[src/rtl/hamming_pkg.sv]
// Shared widths, sizing helper and FSM state type for the Hamming-distance stream controller.
package hamming_pkg;

  localparam int unsigned WORD_W    = 32;
  localparam int unsigned MAX_WORDS = 256;

  // Bits needed to hold any value in 0..v.
  function automatic int unsigned clog2_plus1(input int unsigned v);
    return $clog2(v + 1);
  endfunction

  localparam int unsigned PC_W  = clog2_plus1(WORD_W);
  localparam int unsigned LEN_W = clog2_plus1(MAX_WORDS);
  localparam int unsigned ACC_W = clog2_plus1(WORD_W * MAX_WORDS);

  typedef enum logic [1:0] {
    IDLE = 2'd0,
    RUN  = 2'd1,
    DONE = 2'd2
  } state_e;

endpackage

[src/rtl/hamming_stream_ctrl_if.sv]
// Job/operand/result handshake bundle; thresh/res_over exist only with HAMMING_THRESH_EN.
interface hamming_stream_ctrl_if;
  import hamming_pkg::*;

  logic             start_valid;
  logic             start_ready;
  logic [LEN_W-1:0] start_len;
  logic             in_valid;
  logic             in_ready;
  logic [WORD_W-1:0] a_data;
  logic [WORD_W-1:0] b_data;
  logic             res_valid;
  logic             res_ready;
  logic [ACC_W-1:0] res_dist;
`ifdef HAMMING_THRESH_EN
  logic [ACC_W-1:0] thresh;
  logic             res_over;

  modport master (
    output start_valid, start_len, in_valid, a_data, b_data, res_ready, thresh,
    input  start_ready, in_ready, res_valid, res_dist, res_over
  );
  modport slave (
    input  start_valid, start_len, in_valid, a_data, b_data, res_ready, thresh,
    output start_ready, in_ready, res_valid, res_dist, res_over
  );
`else
  modport master (
    output start_valid, start_len, in_valid, a_data, b_data, res_ready,
    input  start_ready, in_ready, res_valid, res_dist
  );
  modport slave (
    input  start_valid, start_len, in_valid, a_data, b_data, res_ready,
    output start_ready, in_ready, res_valid, res_dist
  );
`endif
endinterface

[src/rtl/hamming_popcount_core.sv]
// Combinational Hamming distance of two words: popcount(a ^ b).
module hamming_popcount_core
  import hamming_pkg::*;
#(
  parameter int unsigned W  = WORD_W,
  parameter int unsigned DW = $clog2(W + 1)
) (
  input  logic [W-1:0]  a_i,
  input  logic [W-1:0]  b_i,
  output logic [DW-1:0] dist_c_o
);

  logic [W-1:0] diff;

  assign diff = a_i ^ b_i;

  always_comb begin
    dist_c_o = '0;
    for (int unsigned i = 0; i < W; i++) begin
      dist_c_o = dist_c_o + DW'(diff[i]);
    end
  end

endmodule

[src/rtl/hamming_stream_ctrl.sv]
// Sequences a job of (a, b) word pairs through the popcount core and returns the summed distance.
// Optional HAMMING_THRESH_EN adds a latched threshold and a registered res_over flag.
module hamming_stream_ctrl
  import hamming_pkg::*;
(
  input  logic                  clk,
  input  logic                  rst,
  hamming_stream_ctrl_if.slave  bus,
  output logic                  busy
);

  state_e           state_q, state_d;
  logic [ACC_W-1:0] acc_q, acc_d;
  logic [ACC_W-1:0] res_dist_q, res_dist_d;
  logic [LEN_W-1:0] rem_q, rem_d;
  logic             start_ready_q, start_ready_d;
  logic             in_ready_q, in_ready_d;
  logic             res_valid_q, res_valid_d;
  logic             busy_q, busy_d;
  logic [PC_W-1:0]  word_dist;
  logic             start_fire, in_fire;
`ifdef HAMMING_THRESH_EN
  logic [ACC_W-1:0] thresh_q, thresh_d;
  logic             res_over_q, res_over_d;
`endif

  hamming_popcount_core #(.W(WORD_W), .DW(PC_W)) u_popcount (
    .a_i      (bus.a_data),
    .b_i      (bus.b_data),
    .dist_c_o (word_dist)
  );

  // Handshake flags are registered copies of the state decode, so they qualify acceptance.
  assign start_fire = bus.start_valid & start_ready_q;
  assign in_fire    = bus.in_valid & in_ready_q;

  always_ff @(posedge clk) begin
    if (rst) begin
      state_q       <= IDLE;
      acc_q         <= '0;
      rem_q         <= '0;
      res_dist_q    <= '0;
      start_ready_q <= 1'b0;
      in_ready_q    <= 1'b0;
      res_valid_q   <= 1'b0;
      busy_q        <= 1'b0;
`ifdef HAMMING_THRESH_EN
      thresh_q      <= '0;
      res_over_q    <= 1'b0;
`endif
    end else begin
      state_q       <= state_d;
      acc_q         <= acc_d;
      rem_q         <= rem_d;
      res_dist_q    <= res_dist_d;
      start_ready_q <= start_ready_d;
      in_ready_q    <= in_ready_d;
      res_valid_q   <= res_valid_d;
      busy_q        <= busy_d;
`ifdef HAMMING_THRESH_EN
      thresh_q      <= thresh_d;
      res_over_q    <= res_over_d;
`endif
    end
  end

  always_comb begin
    state_d    = state_q;
    acc_d      = acc_q;
    rem_d      = rem_q;
    res_dist_d = res_dist_q;
`ifdef HAMMING_THRESH_EN
    thresh_d   = thresh_q;
    res_over_d = res_over_q;
`endif

    case (state_q)
      IDLE: begin
        if (start_fire) begin
          acc_d = '0;
          rem_d = (bus.start_len > LEN_W'(MAX_WORDS)) ? LEN_W'(MAX_WORDS) : bus.start_len;
`ifdef HAMMING_THRESH_EN
          thresh_d = bus.thresh;
`endif
          state_d = (rem_d == '0) ? DONE : RUN;
        end
      end
      RUN: begin
        if (in_fire) begin
          acc_d = acc_q + ACC_W'(word_dist);
          rem_d = rem_q - LEN_W'(1);
          if (rem_q == LEN_W'(1)) begin
            state_d = DONE;
          end
        end
      end
      DONE: begin
        if (bus.res_ready) begin
          state_d = IDLE;
        end
      end
      default: state_d = IDLE;
    endcase

    // Result is captured once on entry to DONE and held until the next job completes.
    if (state_d == DONE && state_q != DONE) begin
      res_dist_d = acc_d;
`ifdef HAMMING_THRESH_EN
      res_over_d = (acc_d > thresh_d);
`endif
    end

    start_ready_d = (state_d == IDLE);
    in_ready_d    = (state_d == RUN);
    res_valid_d   = (state_d == DONE);
    busy_d        = (state_d == RUN) || (state_d == DONE);
  end

  assign bus.start_ready = start_ready_q;
  assign bus.in_ready    = in_ready_q;
  assign bus.res_valid   = res_valid_q;
  assign bus.res_dist    = res_dist_q;
  assign busy            = busy_q;
`ifdef HAMMING_THRESH_EN
  assign bus.res_over    = res_over_q;
`endif

endmodule

[src/flat_wrapper.sv]
// flat-port wrapper written by rule: the top's interface ports become plain ports
module hamming_stream_ctrl_flat import hamming_pkg::*;
  (clk, rst, busy, bus_start_valid, bus_start_len, bus_in_valid, bus_a_data, bus_b_data, bus_res_ready, bus_start_ready, bus_in_ready, bus_res_valid, bus_res_dist);
  hamming_stream_ctrl_if bus_i ();
  input  logic clk;
  input  logic rst;
  output logic busy;
  input wire logic [$bits(bus_i.start_valid)-1:0] bus_start_valid;
  input wire logic [$bits(bus_i.start_len)-1:0] bus_start_len;
  input wire logic [$bits(bus_i.in_valid)-1:0] bus_in_valid;
  input wire logic [$bits(bus_i.a_data)-1:0] bus_a_data;
  input wire logic [$bits(bus_i.b_data)-1:0] bus_b_data;
  input wire logic [$bits(bus_i.res_ready)-1:0] bus_res_ready;
  output wire logic [$bits(bus_i.start_ready)-1:0] bus_start_ready;
  output wire logic [$bits(bus_i.in_ready)-1:0] bus_in_ready;
  output wire logic [$bits(bus_i.res_valid)-1:0] bus_res_valid;
  output wire logic [$bits(bus_i.res_dist)-1:0] bus_res_dist;
  assign bus_i.start_valid = bus_start_valid;
  assign bus_i.start_len = bus_start_len;
  assign bus_i.in_valid = bus_in_valid;
  assign bus_i.a_data = bus_a_data;
  assign bus_i.b_data = bus_b_data;
  assign bus_i.res_ready = bus_res_ready;
  assign bus_start_ready = bus_i.start_ready;
  assign bus_in_ready = bus_i.in_ready;
  assign bus_res_valid = bus_i.res_valid;
  assign bus_res_dist = bus_i.res_dist;
  hamming_stream_ctrl u_core (.clk(clk), .rst(rst), .bus(bus_i), .busy(busy));
endmodule
[config.mk]
export PLATFORM = sky130hd
export DESIGN_NAME = hamming_stream_ctrl_flat
export DESIGN_NICKNAME = d
export VERILOG_FILES = /design/src/rtl/hamming_pkg.sv /design/src/rtl/hamming_stream_ctrl_if.sv /design/src/rtl/hamming_popcount_core.sv /design/src/rtl/hamming_stream_ctrl.sv /design/src/flat_wrapper.sv
export SDC_FILE = /design/constraint.sdc
export NUM_CORES = 1
export LEC_CHECK = 0
export CORE_ASPECT_RATIO = 1.1
export CORE_MARGIN = 1.5
export CORE_UTILIZATION = 52
export CTS_CLUSTER_SIZE = 40
export DETAILED_ROUTE_END_ITERATION = 10
export PLACE_DENSITY = 0.94
export SLEW_MARGIN = 10
export SYNTH_ARGS = -nofsm -noshare
export SYNTH_HDL_FRONTEND = slang
export SYNTH_HIERARCHICAL = 1
export SYNTH_SLANG_ARGS = --single-unit
export TNS_END_PERCENT = 5
[constraint.sdc]
create_clock -name clk -period 11 [get_ports clk]
set_input_delay 2.75 -clock clk [delete_from_list [all_inputs] [get_ports clk]]
set_output_delay 2.75 -clock clk [all_outputs]
set_load 0.02 [all_outputs]
==> impl_summary.log, run 1 <==
INFO  metric outcome = completed
INFO  metric cts_root_buffer = clkbuf_8
INFO  metric r2r_setup_slack = 8070 ps
INFO  metric nNetsFinal = 581
INFO  metric totalNegativeSetupSlack = 0 ps
INFO  metric syn-num-nets = 493
INFO  metric edff_count_synth = 0
INFO  metric ys_dominant_reg_cell = dfxtp_1
INFO  metric grt_start_max_net_pins = 47
INFO  metric timing_worst_setup_path_type = input port to register
INFO  metric power_frac_clock = 0.066
INFO  metric half_perimeter_wire_length_after_detailed_placement = between 6000 and 7000 um
INFO  metric cts.hold.buffers_added = 0
INFO  metric routed_wirelength = 8350 um
INFO  metric swShare = 0.508
INFO  metric die-area = 6920 sq um
INFO  metric firstDrtPassIters = 5
INFO  metric area.growth.synth_to_final = 32.1%
INFO  metric ir_worst_vdd = 0.000347 V
INFO  metric wl_per_cell = around 15 um
INFO  metric clk_transition_reported_paths = 80 ps
INFO  metric placedInstanceArea = 4330 sq um
INFO  metric clock_tree_from_tritoncts = yes
INFO  metric timing_max_transition_violations_final = 0
INFO  metric path_max_fanout = 5
INFO  metric timing.critical_path.to_type = register
INFO  metric viasPerCell = about 5.7
INFO  metric fin_total_pwr = about 1500 uW
INFO  metric chipWidth = slightly below 80 um
INFO  metric cellLeakagePower = 0.00175 uW
INFO  metric finalWeightedCongestion = roughly 0.88
INFO  metric comb_power_share = 0.824
INFO  metric coreArea = 6190 sq um
INFO  metric grt_pass1_wl = 13800 um
INFO  metric share_seq_of_total_power = 0.109
INFO  metric required = 11240 ps
INFO  metric antenna_violating_nets_post_route = 0
INFO  metric num_io_pins = 96
INFO  metric stdcell_count = 541
INFO  metric worstHoldPathType = register to register
INFO  metric post_synth_instance_area = between 3000 and 4000 sq um
INFO  metric portBuffers = 95
INFO  metric worst_setup_path_start_kind = input port
INFO  metric number_of_buffers_on_the_longest_clock_path = 2
INFO  metric clock_skew = roughly 6.7 ps
INFO  metric grt.total_usage = 0.253
INFO  metric cellPowerDensity = 342 nW/um^2
INFO  metric diode_insertion_count_for_antenna_repair = 0
INFO  metric cts-buffers-inserted = 5
INFO  metric syn_inst = 372
INFO  metric grt_pass1_vias = a little over 3000
INFO  metric rows = 30
INFO  metric seq_area_frac_synth = 0.257
INFO  metric synthArstFlopShare = 0
INFO  metric fin_util = 0.714
INFO  metric detailroute.via_count = 3067
INFO  metric worst_rel_slew_slack = 0.303
INFO  metric syn_area_per_cell = 8.99 sq um
INFO  metric timing_hold_violations_final = 0
INFO  metric final.period_utilization = 0.809
INFO  metric detail_route.drc_violations = 0
INFO  metric htree_levels = 2
INFO  metric dr.first_iter.drc_count = 204
INFO  metric fin_area = about 4400 sq um
INFO  metric reg2regPathDepth = 9
INFO  metric layout-drive-gt1-share = 0.0390
INFO  metric initial_utilization = 0.540
INFO  metric synth-seq-cells = 43
INFO  metric finalSetupViolCount = 0
INFO  metric grt_overflow = 0
INFO  metric fill_cells = 444
INFO  metric yosys.cell_types.count = 61
INFO  metric cts_resized = 0
INFO  metric fmax = 112 MHz
INFO  metric grt_setup_unrepaired = false
INFO  metric timing.max_cap.violations = 0
INFO  metric intPower = 744 uW
INFO  metric timing.hold.worst_path_depth = 1
INFO  metric synthesis.yosys.warnings = 6
INFO  metric post-route-min-period = 8900 ps
INFO  metric clock_latency = about 300 ps
INFO  metric cp.arrival = 9140 ps
INFO  metric max_slew.worst_pin.slew = 1050 ps
INFO  metric total_switching_power = around 770 uW
INFO  metric dpl.cell_count = 533
INFO  metric post-cts-setup-buffer-count = 0
INFO  metric clkSinkCount = 43
INFO  metric antenna_found_initial = 0
INFO  metric die_y = 87.1 um
-- registers in the layout (all words and copies together), names as in the netlist --
| name | count |
|---|---|
| u_core/state_q | 2 |
| u_core/bus.in_ready | 1 |
| u_core/bus.res_dist | 14 |
| u_core/acc_q | 14 |
| u_core/bus.res_valid | 1 |
| u_core/busy | 1 |
| u_core/bus.start_ready | 1 |
| u_core/rem_q | 9 |
-- kinds of logic after synthesis --
group | count (synthesis) | synth area share
compound gates | 74 | 0.160
fa+ha+maj | 43 | 0.217
simple gates | 118 | 0.188
buf+inv | 50 | 0.0602
mux | 5 | 0.0153
flops | 43 | 0.257
xor+xnor | 39 | 0.102
-- per-layer routing --
layer  vias to the layer above  routed length [um]  track usage
met1                      1479                3110        0.294
met4                         0                 222       0.0909
met5                         -                   0            0
li1                       1447                   -            -
met2                       120                4590        0.465
met3                        21                 434       0.0408
-- path summary, 6_finish.rpt --
check                                       start                              endpoint
min          u_core/bus.res_dist[12]$_SDFFE_PP0P_  u_core/bus.res_dist[12]$_SDFFE_PP0P_
max                                bus_b_data[13]  u_core/bus.res_dist[13]$_SDFFE_PP0P_
max reg2reg          u_core/state_q[1]$_SDFF_PP0_  u_core/bus.res_dist[13]$_SDFFE_PP0P_
min reg2reg  u_core/bus.res_dist[12]$_SDFFE_PP0P_  u_core/bus.res_dist[12]$_SDFFE_PP0P_
-- power by group through the flow --
stage               logic (uW)  clock network (uW)  registers [uW]
floorplan                  937                   0             168
global placement          1100                   0             168
detailed placement        1210                   0             169
CTS                       1240                 102             165
global route              1370                 109             166
finish                    1250                99.9             165
-- per-stage QoR --
step | worst slack (ps) | hold slack (ps)
2_1_floorplan | 2600 | 457
3_3_place_gp | 2030 | 460
3_5_place_dp | 1790 | 474
4_1_cts | 2080 | 492
5_1_grt | 1700 | 516
6_report | 2100 | 483
-- final cells by class --
class | count | area (sq um) | share of cell area
Clock buffer | 6 | 72.6 | 0.0164
Timing Repair Buffer | 96 | 958 | 0.217
Tap cell | 80 | 100 | 0.0227
Clock inverter | 2 | 12.5 | 0.00283
Inverter | 35 | 131 | 0.0297
Sequential cell | 43 | 861 | 0.195
Multi-Input combinational cell | 279 | 2280 | 0.517
-- synthesized netlist by cell type (all sizes together) (6+ instances only) --
cell type | count | area (sq um)
a211oi | 12 | 95.1
xnor2 | 24 | 210
nor2 | 41 | 154
xor2 | 15 | 131
dfxtp | 43 | 861
buf | 8 | 43.8
a21oi | 10 | 57.6
inv | 35 | 131
ha | 18 | 225
a22o | 6 | 52.6
a22oi | 8 | 60.1
nand2 | 21 | 78.8
o21ai | 13 | 65.1
nor3 | 13 | 81.3
nor2b | 12 | 75.1
clkbuf | 7 | 26.3
fa | 25 | 500
-- critical path: stages --
cell and delay (ps):
clkdlybuf4s50_1 480, xor2_1 220, fa_1 480, fa_1 520, inv_1 70, fa_1 480
fa_1 580, fa_1 450, fa_1 480, inv_1 70, ha_1 160, inv_1 50
fa_1 390, nand2b_1 180, a21oi_2 150, xor2_1 90, ha_1 350, o211ai_1 120
o21ai_0 270, a21oi_1 180, or4b_1 530, nand3_1 80
-- placed cells by master, fill, tap and decap left out, types with 3 or more instances in the layout --
master           count
a211oi_1            11
a21o_1               4
a21oi_1              8
a22o_1               6
a22oi_1              8
and2_1               3
clkbuf_8             5
clkdlybuf4s50_1     95
dfxtp_1             43
fa_1                25
ha_1                18
inv_1               35
mux2i_1              4
nand2_1             21
nand3_1              4
nor2_1              41
nor2b_1             12
nor3_1              11
nor4_1               4
o211ai_1             3
o21ai_0             13
xnor2_1             24
xor2_1              15
No activity file was read; power rests on OpenSTA's default activity.
==> run 2: changes to the inputs <==
--- a/config.mk
+++ b/config.mk
@@ -7,10 +7,10 @@
 export LEC_CHECK = 0
 export CORE_ASPECT_RATIO = 1.1
 export CORE_MARGIN = 1.5
-export CORE_UTILIZATION = 52
+export CORE_UTILIZATION = 44
 export CTS_CLUSTER_SIZE = 40
 export DETAILED_ROUTE_END_ITERATION = 10
-export PLACE_DENSITY = 0.94
+export PLACE_DENSITY = 0.86
 export SLEW_MARGIN = 10
 export SYNTH_ARGS = -nofsm -noshare
 export SYNTH_HDL_FRONTEND = slang
==> constraint.sdc (replaced) <==
create_clock -name clk -period 8.11 [get_ports clk]
set_input_delay 2.0275 -clock clk [delete_from_list [all_inputs] [get_ports clk]]
set_output_delay 2.0275 -clock clk [all_outputs]
set_load 0.02 [all_outputs]
==> impl_summary.log, run 2 (same netlist as run 1, synthesis figures left out) <==
INFO  metric outcome = completed
INFO  metric chipWidth = 86.1 um
INFO  metric final.period_utilization = 0.986
INFO  metric grt.total_usage = 0.200
INFO  metric r2r-start = u_core/rem_q[2]$_SDFFE_PP0P_
INFO  metric coreArea = about 7400 sq um
INFO  metric placedInstanceArea = approximately 4400 sq um
INFO  metric nNetsFinal = between 500 and 600
INFO  metric half_perimeter_wire_length_after_detailed_placement = 6490 um
INFO  metric min_delay_worst_endpoint = u_core/bus.res_dist[12]$_SDFFE_PP0P_
INFO  metric comb_power_share = 0.848
INFO  metric worstHoldPathType = register to register
INFO  metric grt_start_max_net_pins = 47
INFO  metric timing.critical_path.to_type = register
INFO  metric cts_root_buffer = clkbuf_8
INFO  metric timing_hold_violations_final = 0
INFO  metric required = 8330 ps
INFO  metric clock_tree_from_tritoncts = yes
INFO  metric mostFrequentLayoutCell = clkdlybuf4s50_1
INFO  metric number_of_buffers_on_the_longest_clock_path = 2
INFO  metric num_io_pins = 96
INFO  metric cellLeakagePower = ~0.0020 uW
INFO  metric routedLengthMet1 = approximately 3300 um
INFO  metric layout_setup_ws = 112 ps
INFO  metric viasPerCell = 5.47
INFO  metric grt_pass1_vias = 3023
INFO  metric grt_overflow = 0
INFO  metric share_seq_of_total_power = 0.095
INFO  metric detail_route.drc_violations = 0
INFO  metric swShare = 0.470
INFO  metric met2_wirelength = 4870 um
INFO  metric total_switching_power = between 1000 and 1500 uW
INFO  metric portBuffers = 95
INFO  metric finalSetupViolCount = 0
INFO  metric intPower = 1250 uW
INFO  metric topRoutingLayerUsed = met4
INFO  metric totalNegativeSetupSlack = 0 ps
INFO  metric power_frac_clock = 0.057
INFO  metric reg2regPathDepth = 9
INFO  metric worst_rel_slew_slack = 0.338
INFO  metric dr.first_iter.drc_count = 197
INFO  metric antenna_found_initial = 0
INFO  metric post-route-min-period = around 8000 ps
INFO  metric diode_insertion_count_for_antenna_repair = 0
INFO  metric final_cell_mix = clkdlybuf4s50_1, dfxtp_1, nor2_1
INFO  metric timing.hold.worst_path_depth = 1
INFO  metric clkSinkCount = 43
INFO  metric rows = 33
INFO  metric timing_max_transition_violations_final = 0
INFO  metric max_slew.worst_pin.slew = 993 ps
INFO  metric clock_latency = approximately 300 ps
INFO  metric detailroute.via_count = between 3000 and 4000
INFO  metric hold_path.startpoint = u_core/bus.res_dist[12]$_SDFFE_PP0P_
INFO  metric die_y = 94.5 um
INFO  metric finalWeightedCongestion = 0.848
INFO  metric worst_setup_path_start_kind = input port
INFO  metric path_max_fanout = 4
INFO  metric wl_met3 = roughly 350 um
INFO  metric dpl.cell_count = 547
INFO  metric timing.max_cap.violations = 0
INFO  metric ir_worst_vdd = ~0.00056 V
INFO  metric fin_area = 4630 sq um
INFO  metric die-area = 8140 sq um
INFO  metric area.growth.synth_to_final = 38.3%
INFO  metric crit-reg2reg-capture = u_core/bus.res_dist[13]$_SDFFE_PP0P_
INFO  metric cp.arrival = ~8200 ps
INFO  metric layout-drive-gt1-share = 0.0892
INFO  metric stdcell_count = 558
INFO  metric firstDrtPassIters = 4
INFO  metric clk_transition_reported_paths = 80 ps
INFO  metric cts.hold.buffers_added = 0
INFO  metric clock_skew = 10.6 ps
INFO  metric fin_total_pwr = 2360 uW
INFO  metric cts-buffers-inserted = 5
INFO  metric antenna_violating_nets_post_route = 0
INFO  metric fmax = 125 MHz
INFO  metric timing_worst_setup_path_type = input port to register
INFO  metric initial_utilization = 0.450
INFO  metric grt_pass1_wl = around 13000 um
INFO  metric placement.setup.worst_slack = -364 ps
INFO  metric r2r_setup_slack = a little over 5000 ps
INFO  metric htree_levels = 2
INFO  metric routed_wirelength = 8640 um
INFO  metric wl_per_cell = 15.5 um
INFO  metric cellPowerDensity = 510 nW/um^2
==> run 2: cell type report <==
class / count / area [sq um]
Sequential cell: 43 / 861
Fill cell: 591 / 2810
Clock buffer: 6 / 72.6
Tap cell: 87 / 109
Inverter: 35 / 131
Timing Repair Buffer: 106 / 1080
Multi-Input combinational cell: 279 / 2360
Clock inverter: 2 / 12.5
==> run 2: worst max-delay path, cell delays in order <==
cell,delay [ps]
clkdlybuf4s50_1,430
xnor2_1,250
fa_1,470
fa_1,590
fa_1,440
fa_1,470
fa_1,570
fa_1,410
inv_1,80
ha_2,180
inv_1,60
fa_2,360
nand2b_4,150
a21oi_2,160
xor2_1,80
ha_1,350
o211ai_1,130
o211a_1,270
nor4bb_2,340
mux2i_1,260
nor2b_1,150
==> run 2: how the worst max path moves through the flow <==
stage | start | to | slack [ps]
6_report | bus_b_data[5] | u_core/acc_q[11]$_SDFF_PP0_ | 110
5_1_grt | bus_b_data[5] | u_core/acc_q[11]$_SDFF_PP0_ | -130
4_1_cts | bus_b_data[17] | u_core/bus.res_dist[13]$_SDFFE_PP0P_ | -20
3_5_place_dp | bus_b_data[0] | u_core/acc_q[11]$_SDFF_PP0_ | -360
3_3_place_gp | bus_b_data[0] | u_core/acc_q[11]$_SDFF_PP0_ | -100
2_1_floorplan | bus_b_data[0] | u_core/bus.res_dist[13]$_SDFFE_PP0P_ | 430
==> run 2: per-stage QoR <==
step	utilization	hold slack, ps
final	0.623	487
after detailed placement	0.591	468
after global routing	0.623	494
after CTS	0.605	486
after global placement	0.591	459
after floorplan	-	457
==> run 2: metal layers <==
metal  vias to the layer above  GRT usage
met2                        96      0.373
met4                         0     0.0578
met3                        12     0.0376
met5                         -          0
met1                      1478      0.233
li1                       1469          -
==> run 2: power by group through the flow <==
stage	Sequential [uW]	Clock, uW	Combinational [uW]
2_1_floorplan	228	0	1270
3_3_place_gp	228	0	1600
3_5_place_dp	229	0	1720
4_1_cts	224	137	1740
5_1_grt	225	144	2230
6_report	224	134	2000
==> run 2: timing repair <==
item	in CTS	in global routing
setup endpoints to repair	3	19
gates resized for setup	2	33
setup buffers	0	3
pin swaps	1	26
==> run 3: changes to the inputs <==
--- a/config.mk
+++ b/config.mk
@@ -11,6 +11,7 @@
 export CTS_CLUSTER_SIZE = 40
 export DETAILED_ROUTE_END_ITERATION = 10
 export PLACE_DENSITY = 0.86
+export SETUP_SLACK_MARGIN = 0.15
 export SLEW_MARGIN = 10
 export SYNTH_ARGS = -nofsm -noshare
 export SYNTH_HDL_FRONTEND = slang
==> impl_summary.log, run 3 (same netlist as run 1, synthesis figures left out) <==
INFO  metric routed_wirelength = about 8500 um
INFO  metric worst_rel_slew_slack = 0.272
INFO  metric cts-buffers-inserted = 5
INFO  metric detailroute.via_count = 3087
INFO  metric number_of_buffers_on_the_longest_clock_path = 2
INFO  metric stdcell_count = 560
INFO  metric final_cell_mix = clkdlybuf4s50_1, dfxtp_1, nor2_1
INFO  metric required = 8330 ps
INFO  metric dpl.cell_count = 547
INFO  metric max_slew.worst_pin.slew = 1090 ps
INFO  metric post-route-min-period = approximately 7800 ps
INFO  metric timing.hold.worst_path_depth = 1
INFO  metric timing.max_cap.violations = 0
INFO  metric grt.total_usage = 0.207
INFO  metric timing_worst_setup_path_type = input port to register
INFO  metric die_y = between 90 and 100 um
INFO  metric dr.first_iter.drc_count = 205
INFO  metric portBuffers = 95
INFO  metric clk_transition_reported_paths = 80 ps
INFO  metric reg2regPathDepth = 9
INFO  metric worstHoldPathType = register to register
INFO  metric cellLeakagePower = 0.00199 uW
INFO  metric r2r_setup_slack = 5150 ps
INFO  metric grt_pass1_wl = 13600 um
INFO  metric timing.critical_path.to_type = register
INFO  metric rows = 33
INFO  metric antenna_found_initial = 0
INFO  metric chipWidth = 86.1 um
INFO  metric placedInstanceArea = 4400 sq um
INFO  metric coreArea = 7430 sq um
INFO  metric initial_utilization = 0.450
INFO  metric firstDrtPassIters = 4
INFO  metric worst_setup_path_start_kind = input port
INFO  metric min_delay_worst_endpoint = u_core/bus.res_dist[12]$_SDFFE_PP0P_
INFO  metric cts_root_buffer = clkbuf_8
INFO  metric half_perimeter_wire_length_after_detailed_placement = ~6500 um
INFO  metric clock_tree_from_tritoncts = yes
INFO  metric detail_route.drc_violations = 0
INFO  metric diode_insertion_count_for_antenna_repair = 0
INFO  metric fill_cells = 595
INFO  metric htree_levels = 2
INFO  metric grt_overflow = 0
INFO  metric ir_worst_vdd = approximately 0.00053 V
INFO  metric viasPerCell = 5.51
INFO  metric fmax = 128 MHz
INFO  metric cellPowerDensity = roughly 540 nW/um^2
INFO  metric clock_skew = approximately 9.4 ps
INFO  metric grt_pass1_vias = 3102
INFO  metric layout-drive-gt1-share = 0.108
INFO  metric final.period_utilization = 0.963
INFO  metric fin_area = ~4600 sq um
INFO  metric hold_path.startpoint = u_core/bus.res_dist[12]$_SDFFE_PP0P_
INFO  metric antenna_violating_nets_post_route = 0
INFO  metric grt_setup_unrepaired = false
INFO  metric cp.arrival = approximately 8000 ps
INFO  metric area.growth.synth_to_final = 37.9%
INFO  metric timing_max_transition_violations_final = 0
INFO  metric num_io_pins = 96
INFO  metric path_max_fanout = 4
INFO  metric mostFrequentLayoutCell = clkdlybuf4s50_1
INFO  metric crit-reg2reg-capture = u_core/bus.res_dist[13]$_SDFFE_PP0P_
INFO  metric timing_hold_violations_final = 0
INFO  metric grt_start_max_net_pins = 47
INFO  metric die-area = 8140 sq um
INFO  metric outcome = completed
INFO  metric finalSetupViolCount = 0
INFO  metric finalWeightedCongestion = 0.848
INFO  metric nNetsFinal = 593
INFO  metric wl_per_cell = 15.2 um
INFO  metric r2r-start = u_core/rem_q[2]$_SDFFE_PP0P_
INFO  metric clkSinkCount = 43
INFO  metric clock_latency = 290 ps
-- run 3: changes by cell type in the layout (fill, tap and decap cells not counted) --
cell / previous run / this run
clkdlybuf4s50_1: 77 / 65
clkdlybuf4s15_1: 0 / 5
xnor2_2: 6 / 9
clkbuf_2: 0 / 4
nor2b_2: 0 / 1
xnor2_1: 18 / 15
xor2_1: 13 / 14
dlymetal6s2s_1: 18 / 12
nor2b_1: 12 / 11
dlygate4sd2_1: 0 / 9
buf_4: 11 / 13
xor2_2: 2 / 1
-- run 3: worst max-delay path by stage --
stage,from,endpoint,slack [ps],depth (start not counted)
6_report,bus_b_data[27],u_core/acc_q[11]$_SDFF_PP0_,300,23
3_3_place_gp,bus_b_data[0],u_core/acc_q[11]$_SDFF_PP0_,-100,22
4_1_cts,bus_b_data[0],u_core/acc_q[11]$_SDFF_PP0_,160,22
2_1_floorplan,bus_b_data[0],u_core/bus.res_dist[13]$_SDFFE_PP0P_,430,21
5_1_grt,bus_a_data[11],u_core/acc_q[11]$_SDFF_PP0_,150,22
3_5_place_dp,bus_b_data[0],u_core/acc_q[11]$_SDFF_PP0_,-360,22
-- run 3: layout make-up --
type | instances | area (sq um) | share of cell area
clock buffers | 6 | 72.6 | 0.0157
clock inverters | 2 | 12.5 | 0.00271
inverters | 35 | 131 | 0.0285
multi-input cells | 279 | 2380 | 0.516
flip-flops and latches | 43 | 861 | 0.187
well taps | 87 | 109 | 0.0236
repair buffers | 108 | 1050 | 0.227
-- run 3: per-stage QoR --
stage                     setup TNS [ps]  hold slack (ps)  setup slack, ps  power [uW]   util
final                                  0              487              303        2480  0.621
after global routing                   0              494              152        2680  0.621
after CTS                              0              486              159        2210  0.610
after detailed placement           -3860              468             -364        1950  0.591
after global placement              -743              459             -103        1830  0.591
after floorplan                        0              457              430        1500      -
-- run 3: where the power goes --
part | switching, uW | leakage, uW | internal (uW)
registers | 6.70 | 0.000348 | 217
logic | 1070 | 0.00160 | 1060
clock network | 73.5 | 0.0000412 | 60.3
-- run 3: repair_timing --
action	4_1_cts	5_1_grt
setup endpoints to repair	14	20
pin swaps	19	37
resized for setup	31	32
hold buffers	0	0
buffers inserted	2	3
-- run 3: critical path, cell delays in order --
cell	delay, ps
dlygate4sd2_1	250
xnor2_2	180
fa_1	470
fa_1	530
inv_2	50
fa_1	500
inv_1	50
fa_1	460
fa_1	500
fa_1	480
inv_1	70
ha_2	200
inv_2	40
fa_2	330
nand2b_4	150
a21oi_2	150
xor2_1	80
ha_1	340
o211ai_1	130
o211a_1	280
nor4bb_2	350
mux2i_1	260
nor2b_1	150
-- run 3: layer usage --
layer	global-route usage	share of wire
met1	0.241	0.37
met2	0.384	0.57
met3	0.0376	0.043
met4	0.0672	0.021
met5	0	0
